--- src/rtl/tlp_frame_parser.sv ---
// tlp_frame_parser
//   Link-layer TLP framer. Scans a LANES-wide symbol stream (lane 0 earliest)
//   for STP ... END framed TLPs. It also detects nullified (EDB), malformed,
//   undersized and oversized frames. Good frames are decoded by their fmt/type
//   byte and presented on a valid/ready holding register.
//
//   Ports
//     clk, reset         clock (posedge), asynchronous active-low reset
//     data_in, datak     LANES symbols per clock with per-lane K flags
//     out_valid/ready    downstream handshake for the holding register
//     out_data           captured bytes, byte 0 in [7:0], unused bytes zero
//     out_len            number of captured bytes
//     out_type           one-hot {CplD,Cpl,CfgWr1,CfgRd1,CfgWr0,CfgRd0,IOWr,IORd,MWr,MRd}
//     tlp_count, err_count, null_count, drop_count   wrapping statistics
//
//   Build option: define TLP_PARSER_STATS_EN to build the statistics counters.
//   Without it, the four counter outputs are tied to zero.
module tlp_frame_parser #(
   parameter int LANES     = 1,
   parameter int MAX_BYTES = 32,
   parameter int MIN_BYTES = 18,
   parameter int CNT_W     = 8,
   parameter int LEN_W     = $clog2(MAX_BYTES + 1)
) (
   input  logic                   clk,
   input  logic                   reset,
   input  logic [8*LANES-1:0]     data_in,
   input  logic [LANES-1:0]       datak,
   output logic                   out_valid,
   input  logic                   out_ready,
   output logic [8*MAX_BYTES-1:0] out_data,
   output logic [LEN_W-1:0]       out_len,
   output logic [9:0]             out_type,
   output logic [CNT_W-1:0]       tlp_count,
   output logic [CNT_W-1:0]       err_count,
   output logic [CNT_W-1:0]       null_count,
   output logic [CNT_W-1:0]       drop_count
);

   localparam logic [7:0] K_STP = 8'hFB;
   localparam logic [7:0] K_END = 8'hFD;
   localparam logic [7:0] K_EDB = 8'hFE;

   typedef enum logic {IDLE, FRAME} state_t;

   state_t                 state, nxt_state;
   logic [8*MAX_BYTES-1:0] frame_buf, nxt_buf;
   logic [LEN_W-1:0]       cnt_q, nxt_cnt;
   logic                   close_ev, err_ev, null_ev, done;
   logic                   short_frame, good, err_any, load, drop;

   // An STP in lane 0 opens a fresh buffer; the rest of that cycle is data.
   function automatic logic [8*MAX_BYTES-1:0] stp_fill(input logic [8*LANES-1:0] d);
      stp_fill = '0;
      for (int unsigned i = 1; i < LANES; i++)
         stp_fill[8*(i-1) +: 8] = d[8*i +: 8];
   endfunction

   function automatic logic [9:0] decode_type(input logic [7:0] ft);
      case (ft)
         8'h00, 8'h20: decode_type = 10'b00_0000_0001;
         8'h40, 8'h60: decode_type = 10'b00_0000_0010;
         8'h02:        decode_type = 10'b00_0000_0100;
         8'h42:        decode_type = 10'b00_0000_1000;
         8'h04:        decode_type = 10'b00_0001_0000;
         8'h44:        decode_type = 10'b00_0010_0000;
         8'h05:        decode_type = 10'b00_0100_0000;
         8'h45:        decode_type = 10'b00_1000_0000;
         8'h0A:        decode_type = 10'b01_0000_0000;
         8'h4A:        decode_type = 10'b10_0000_0000;
         default:      decode_type = '0;
      endcase
   endfunction

   always_ff @(posedge clk or negedge reset) begin
      if (!reset) begin
         state     <= IDLE;
         frame_buf <= '0;
         cnt_q     <= '0;
      end else begin
         state     <= nxt_state;
         frame_buf <= nxt_buf;
         cnt_q     <= nxt_cnt;
      end
   end

   // Lanes are walked in time order; the first K symbol (or an overflowing
   // data byte) ends the scan for this cycle, so later lanes are ignored.
   always_comb begin
      nxt_state = state;
      nxt_buf   = frame_buf;
      nxt_cnt   = cnt_q;
      close_ev  = 1'b0;
      err_ev    = 1'b0;
      null_ev   = 1'b0;
      done      = 1'b0;
      case (state)
         IDLE: begin
            if (datak[0] && data_in[7:0] == K_STP) begin
               nxt_buf   = stp_fill(data_in);
               nxt_cnt   = LEN_W'(LANES - 1);
               nxt_state = FRAME;
            end
         end
         FRAME: begin
            for (int unsigned i = 0; i < LANES; i++) begin
               if (!done) begin
                  if (!datak[i]) begin
                     if (nxt_cnt == LEN_W'(MAX_BYTES)) begin
                        err_ev    = 1'b1;
                        nxt_state = IDLE;
                        done      = 1'b1;
                     end else begin
                        for (int unsigned j = 0; j < MAX_BYTES; j++)
                           if (LEN_W'(j) == nxt_cnt)
                              nxt_buf[8*j +: 8] = data_in[8*i +: 8];
                        nxt_cnt = nxt_cnt + LEN_W'(1);
                     end
                  end else begin
                     done      = 1'b1;
                     nxt_state = IDLE;
                     if (data_in[8*i +: 8] == K_END) begin
                        close_ev = 1'b1;
                     end else if (data_in[8*i +: 8] == K_EDB) begin
                        null_ev = 1'b1;
                     end else if (data_in[8*i +: 8] == K_STP && i == 0) begin
                        err_ev    = 1'b1;
                        nxt_buf   = stp_fill(data_in);
                        nxt_cnt   = LEN_W'(LANES - 1);
                        nxt_state = FRAME;
                     end else begin
                        err_ev = 1'b1;
                     end
                  end
               end
            end
         end
         default: nxt_state = IDLE;
      endcase

      short_frame = close_ev && (nxt_cnt < LEN_W'(MIN_BYTES));
      good        = close_ev && !short_frame;
      err_any     = err_ev || short_frame;
      load        = good && (!out_valid || out_ready);
      drop        = good && out_valid && !out_ready;
   end

   // Holding register: a good frame may replace an entry leaving this edge.
   always_ff @(posedge clk or negedge reset) begin
      if (!reset) begin
         out_valid <= 1'b0;
         out_data  <= '0;
         out_len   <= '0;
         out_type  <= '0;
      end else if (load) begin
         out_valid <= 1'b1;
         out_data  <= nxt_buf;
         out_len   <= nxt_cnt;
         out_type  <= decode_type(nxt_buf[23:16]);
      end else if (out_ready) begin
         out_valid <= 1'b0;
      end
   end

`ifdef TLP_PARSER_STATS_EN
   always_ff @(posedge clk or negedge reset) begin
      if (!reset) begin
         tlp_count  <= '0;
         err_count  <= '0;
         null_count <= '0;
         drop_count <= '0;
      end else begin
         if (load)    tlp_count  <= tlp_count + CNT_W'(1);
         if (err_any) err_count  <= err_count + CNT_W'(1);
         if (null_ev) null_count <= null_count + CNT_W'(1);
         if (drop)    drop_count <= drop_count + CNT_W'(1);
      end
   end
`else
   logic unused_stats;
   assign unused_stats = ^{err_any, null_ev, drop};
   assign tlp_count    = '0;
   assign err_count    = '0;
   assign null_count   = '0;
   assign drop_count   = '0;
`endif

endmodule

--- config.mk ---
export PLATFORM = sky130hd
export DESIGN_NAME = tlp_frame_parser
export DESIGN_NICKNAME = d
export VERILOG_FILES = /design/src/rtl/tlp_frame_parser.sv
export SDC_FILE = /design/constraint.sdc
export NUM_CORES = 1
export LEC_CHECK = 0
export BUFFER_PORTS_ARGS = -buffer_cell sky130_fd_sc_hd__clkbuf_2
export CORE_ASPECT_RATIO = 1.25
export CORE_UTILIZATION = 35
export DETAILED_ROUTE_END_ITERATION = 6
export MAX_ROUTING_LAYER = met4
export PLACE_DENSITY = 0.57
export REMOVE_ABC_BUFFERS = 1
export SLEW_MARGIN = 15
export SYNTH_ARGS = -nofsm -noshare
export SYNTH_HDL_FRONTEND = slang
export SYNTH_SLANG_ARGS = --single-unit
export TNS_END_PERCENT = 50
--- constraint.sdc ---
create_clock -name clk -period 8 [get_ports clk]
set_input_delay 0.4 -clock clk [delete_from_list [all_inputs] [get_ports clk]]
set_output_delay 0.4 -clock clk [all_outputs]
set_load 0.05 [all_outputs]
# After elaboration in Yosys (flattened, before gate mapping)
# Cells that the tools add are included.
# totals
output_inout_bits	305
regBits	536
mem_bits_rw	0
word_cells	127
latch_bits	0
n_memories	0
rom_bits	0
# classes
reduce_logical	12
multipliers	0
magnitude_cmp	1
eq_ne	46
div_mod_pow	0
muxes	59
bitwise_logic	1
n_shift	0
add_sub_neg	1
# ops
op	n
two-way mux 256 bit	6
one-hot mux 256 bit (2 select lines)	1
two-way mux 8 bit	32
one-hot mux 10 bit (10 select lines)	1
equality test 5 x 6 -> 1 bit (first input constant)	16
equality test 4 x 6 -> 1 bit (first input constant)	8
equality test 8 x 7 -> 1 bit (second input constant)	6
two-way mux 6 bit	6
equality test 3 x 6 -> 1 bit (first input constant)	4
equality test 8 bit (second input constant)	3
equality test 8 x 3 -> 1 bit (second input constant)	2
equality test 2 x 6 -> 1 bit (first input constant)	2
one-hot mux 6 bit (2 select lines)	1
two-way mux 1 bit	11
equality test 8 x 2 -> 1 bit (second input constant)	1
equality test 8 x 4 -> 1 bit (second input constant)	1
equality test 8 x 6 -> 1 bit (second input constant)	1
zero test 8 bit	1
adder 6 x 1 -> 6 bit (second input constant)	1
equality test 1 x 6 -> 1 bit (first input constant)	1
equality test 6 bit (second input constant)	1
zero test 6 bit	1
< comparator 6 x 5 -> 1 bit (second input constant)	1
logical AND 1 bit	4
other kinds (6)	8

# Logic depth before layout (Yosys ltp)
# logic_depth
depth_word	12
ltp_mapped	12
depth_no_buf	8

# Least setup slack after synthesis
# No wires, ideal clock.
# synth_timing
path_type	input port to flip-flop
start	input port data_in[7]
end	register out_data[248]
stages	11
arrival_time_ns	2.756
path_slack_ns	5.116
setup_ns	0.128
required_ns	7.872
cell_sequence	buf_2 -> nand4_2 -> or4b_1 -> clkbuf_2 -> a31o_2 -> nor4_4 -> or2_1 -> buf_6 -> buf_12 -> buf_8 -> mux2_1
# synth_between
elab_chain_cells	11
# synth_lines
element	line	source
start: declaration	27	input logic [8*LANES-1:0] data_in,
equality test 8 bit	99, 126	
two-way mux 6 bit	126	end else if (data_in[8*i +: 8] == K_STP && i == 0) begin
two-way mux 6 bit	124	end else if (data_in[8*i +: 8] == K_EDB) begin
two-way mux 6 bit	122	if (data_in[8*i +: 8] == K_END) begin
two-way mux 6 bit	108	if (!datak[i]) begin
one-hot mux 6 bit (2 select lines) *	97	case (state)
named net nxt_cnt[1]	48	logic [LEN_W-1:0] cnt_q, nxt_cnt;
< comparator 6 x 5 -> 1 bit *	141	short_frame = close_ev && (nxt_cnt < LEN_W'(MIN_BYTES));
logical AND 1 bit *	141	
zero test 1 bit *	142	good = close_ev && !short_frame;
logical AND 1 bit *	142	
logical AND 1 bit *	144	load = good && (!out_valid || out_ready);
end signal: assignment	157	out_data <= nxt_buf;
end: declaration	31	output logic [8*MAX_BYTES-1:0] out_data,
# Mark *: on every way through the listed nets, which the timed path passes. The rest lies on a longest branch.
# A chain may end at the register's enable or synchronous reset.

# Worst setup path after layout
# layout_timing
start	input port data_in[6]
end	register out_data[50]
# The elaborated chain is that of the path after synthesis.

==> impl_metrics.py <==
metrics = {
    "global_route": {
        "antenna_found_initial": 0,
        "grt_start_max_net_pins": 183,
        "grt_first_pass_wirelength_mm": 85.0,
        "globalRouteOverflowTotal": 0,
        "gr-usage-all-layers_pct": 18.0,
        "first_global_vias": 13742,
    },
    "sta": {
        "timing.fmax_mhz": 224,
        "slew_viol_final": 0,
        "tightest_slew_ns": 1.18,
        "period_minus_slack_ns": 4.47,
        "clock_skew_ns": 0.0121,
        "rsz0062_at_grt": "no",
        "setup_slack_ns": 3.53,
        "setup_violating_endpoint_count_in_the_final_report": 0,
        "slew_headroom_pct": 21.0,
        "whs_ns": 0.355,
        "count_of_endpoints_failing_hold_in_the_final_timing_report": 0,
        "timing.final.crit_share_pct": 55.9,
    },
    "die": {
        "core.rowCount": 102,
        "core_sq_um": 62000,
        "initial_utilization_pct": 35.4,
        "floorplan.io_pins": 317,
        "fp.dieArea_sq_um": 63800,
        "die_y_um": 282,
        "chipWidth_um": 226,
    },
    "worst_setup_path": {
        "worst-endpoint-required_ns": 8.48,
        "worstSetupStartpoint": "data_in[6]",
        "worst-path-max-fanout": 169,
        "worst_setup_path_end_kind": "flip-flop",
        "startpoint_class_of_the_critical_path": "input pin",
        "r2r.worst_path.cells": 8,
        "critical_path.reg2reg.startpoint": "cnt_q[2]",
        "timing.reg2reg.setup_slack_ns": 3.94,
        "r2r_end": "out_data[50]",
        "setup.worst_path.class": "in2reg",
        "crit_path_end": "out_data[50]",
        "worst_ep_arrival_time_ns": 4.95,
    },
    "cts": {
        "cts_hold_repair.buffers": 1,
        "cts_repair_resize_count": 0,
        "htree_num_levels": 2,
        "clock_network_latency_to_the_later_pin_of_the_worst_skew_pair_ns": 0.60,
        "cts_made_buffers": 54,
        "tritoncts": "done",
        "max-clock-path-buffers": 3,
        "post_cts.repair.setup_buffers": 0,
        "numClockSinks": 536,
        "clock_tree.root_cell": "sky130_fd_sc_hd__clkbuf_16",
        "clk_transition_reported_paths_ns": 0.06,
    },
    "placed_design": {
        "routabilityCongestion": 0.796,
        "placement.io_buffers": 284,
        "post-place-cells": 2675,
        "post-dp-hpwl_mm": 33.9,
        "place_worst_setup_slack_ns": 2.89,
    },
    "synth": {
        "postSynth.topFlopCell": "sky130_fd_sc_hd__dfrtp_1",
        "synth.largest_area_cell": "sky130_fd_sc_hd__dfrtp_1",
        "ys_seq_area_share_pct": 61.1,
        "area_fraction_of_the_dominant_cell_type_after_synthesis_pct": 61.1,
        "yosys-top-cells-count": "sky130_fd_sc_hd__dfrtp_1, sky130_fd_sc_hd__nor2_1, sky130_fd_sc_hd__mux2i_1, sky130_fd_sc_hd__mux2_1, sky130_fd_sc_hd__clkbuf_1",
        "yosys_register_bits": 536,
        "postSynthCellCount": 1656,
        "synthesis.yosys.warnings": 0,
        "post_synth_num_cell_types": 55,
        "synth_enable_flop_cells": 0,
        "post_synth_instance_area_sq_um": 22000,
        "post-synth-top-count-cell": "sky130_fd_sc_hd__dfrtp_1",
        "asyncSetResetFlopFracSynth_pct": 100,
        "synth_top_cells_by_area": "sky130_fd_sc_hd__dfrtp_1, sky130_fd_sc_hd__mux2i_1, sky130_fd_sc_hd__mux2_1",
        "synth_area_per_cell_sq_um": 13.3,
    },
    "drt": {
        "detail_route.wl_per_cell_um": 20.0,
        "drt-initial-drc-count": 794,
        "viasPerCell": 4.79,
        "detail-route-antenna-nets": 0,
        "routed_wl_mm": 55.5,
        "via_count": 13288,
        "dr.pass1.iters": 6,
        "drcViolationCount": 0,
    },
    "power": {
        "cell_internal_pwr_mw": 4.49,
        "static-leakage-power_nw": 14.9,
        "power_switching_mw": 1.24,
        "total_power_divided_by_cell_area_nw_per_um2": 222,
        "pwr-share-seq_pct": 47.4,
        "switching_share_pct": 21.6,
        "power.combinational.fraction_pct": 2.7,
        "vdd_drop_max_mv": 0.159,
        "clock_power_share_pct": 49.9,
        "fin_total_pwr_mw": 5.73,
    },
    "status": {
        "run_status": "finished, final reports clean",
    },
    "finish": {
        "n_antenna_cell": 0,
        "final-instance-count-excl-fill": 2777,
        "finalNetCount": 1916,
        "layout-area-overhead-vs-synth_pct": 17.3,
        "fillerInstances": 5855,
        "drive_above_1_share_pct": 24.5,
    },
    "hold_path": {
        "beginning_of_the_worst_hold_path": "out_ready",
        "hp-class": "in2reg",
    },
    "job": {
        "max_cap_viol_count": 0,
    },
}
-- routing by layer --
metal | vias up | part of all wire [%] | GRT usage [%]
li1 | 6107 | - | -
met1 | 6810 | 44 | 22.6
met2 | 286 | 50 | 29.9
met3 | 85 | 3.3 | 2.42
met4 | 0 | 3.0 | 6.01
met5 | - | 0 | -
-- flip-flops by register name, indices dropped and copies added, names as in the netlist --
register,cells
frame_buf,256
out_data,256
out_type,10
cnt_q,6
out_len,6
out_valid,1
state,1
-- placed cells by master (no fill, tap or decap), drive strengths merged, types with 18 or more instances in the layout --
| cell | count |
|---|---|
| dfrtp | 536 |
| clkbuf | 351 |
| mux2 | 256 |
| nor2 | 242 |
| mux2i | 235 |
| nand2 | 58 |
| o21ai | 33 |
| conb | 32 |
| nand3 | 29 |
| a21oi | 28 |
| buf | 24 |
| clkinv | 18 |
-- worst max-delay path, stage by stage --
cell and delay (ns):
sky130_fd_sc_hd__clkbuf_2 0.08, sky130_fd_sc_hd__buf_4 0.51, sky130_fd_sc_hd__nand4_2 0.23, sky130_fd_sc_hd__nor4b_2 0.41, sky130_fd_sc_hd__buf_12 0.57, sky130_fd_sc_hd__o21ai_1 0.33
sky130_fd_sc_hd__nor4_4 0.60, sky130_fd_sc_hd__or2_4 0.56, sky130_fd_sc_hd__buf_4 0.61, sky130_fd_sc_hd__mux2_2 0.41
-- layout make-up --
class                      count  area [sq um]  area share [%]
clock buffer                  68          1550            6.01
clock inverter                33           489            1.90
inverter                      11          41.3           0.160
multi-input combinational    989          7560            29.3
sequential                   536         13400            52.1
tap                          832          1040            4.04
timing repair buffer         308          1680            6.51
-- worst min-delay path by stage --
stage,end,slack (ns),cells after the start
2_1_floorplan,cnt_q[0],0.10,0
5_1_grt,out_valid,0.33,3
6_report,out_valid,0.36,3
4_1_cts,out_valid,0.29,3
3_5_place_dp,out_data[201],0.48,1
3_3_place_gp,out_data[62],0.47,1
-- logic make-up after synthesis --
kind of cell / Yosys count / synth area share (%)
and+or+nand+nor: 384 / 7.68
muxes: 491 / 23.8
xor gates and xnor gates: 1 / 0.0399
AOI/OAI and AO/OA: 77 / 1.99
other: 1 / 0.0171
DFF: 536 / 61.1
buffers and inverters: 162 / 5.16
adders and majority gates: 4 / 0.228
-- per-stage QoR --
step	util, %	setup TNS (ns)	cell area [sq um]
after floorplan	-	-9684.89	21000
after global placement	38.2	0	23700
after detailed placement	38.2	0	23700
after CTS	41.5	0	25800
after global routing	41.5	0	25800
final	41.5	0	25800
-- power by group through the flow --
| stage | registers (mW) | logic, mW | clock network, mW |
|---|---|---|---|
| after floorplan | 2.77 | 0.0472 | 0 |
| after global placement | 2.76 | 0.157 | 0 |
| after detailed placement | 2.77 | 0.161 | 0 |
| after CTS | 2.71 | 0.161 | 2.95 |
| after global routing | 2.71 | 0.173 | 3.04 |
| final | 2.71 | 0.154 | 2.86 |
No activity file was read; power rests on OpenSTA's default activity.
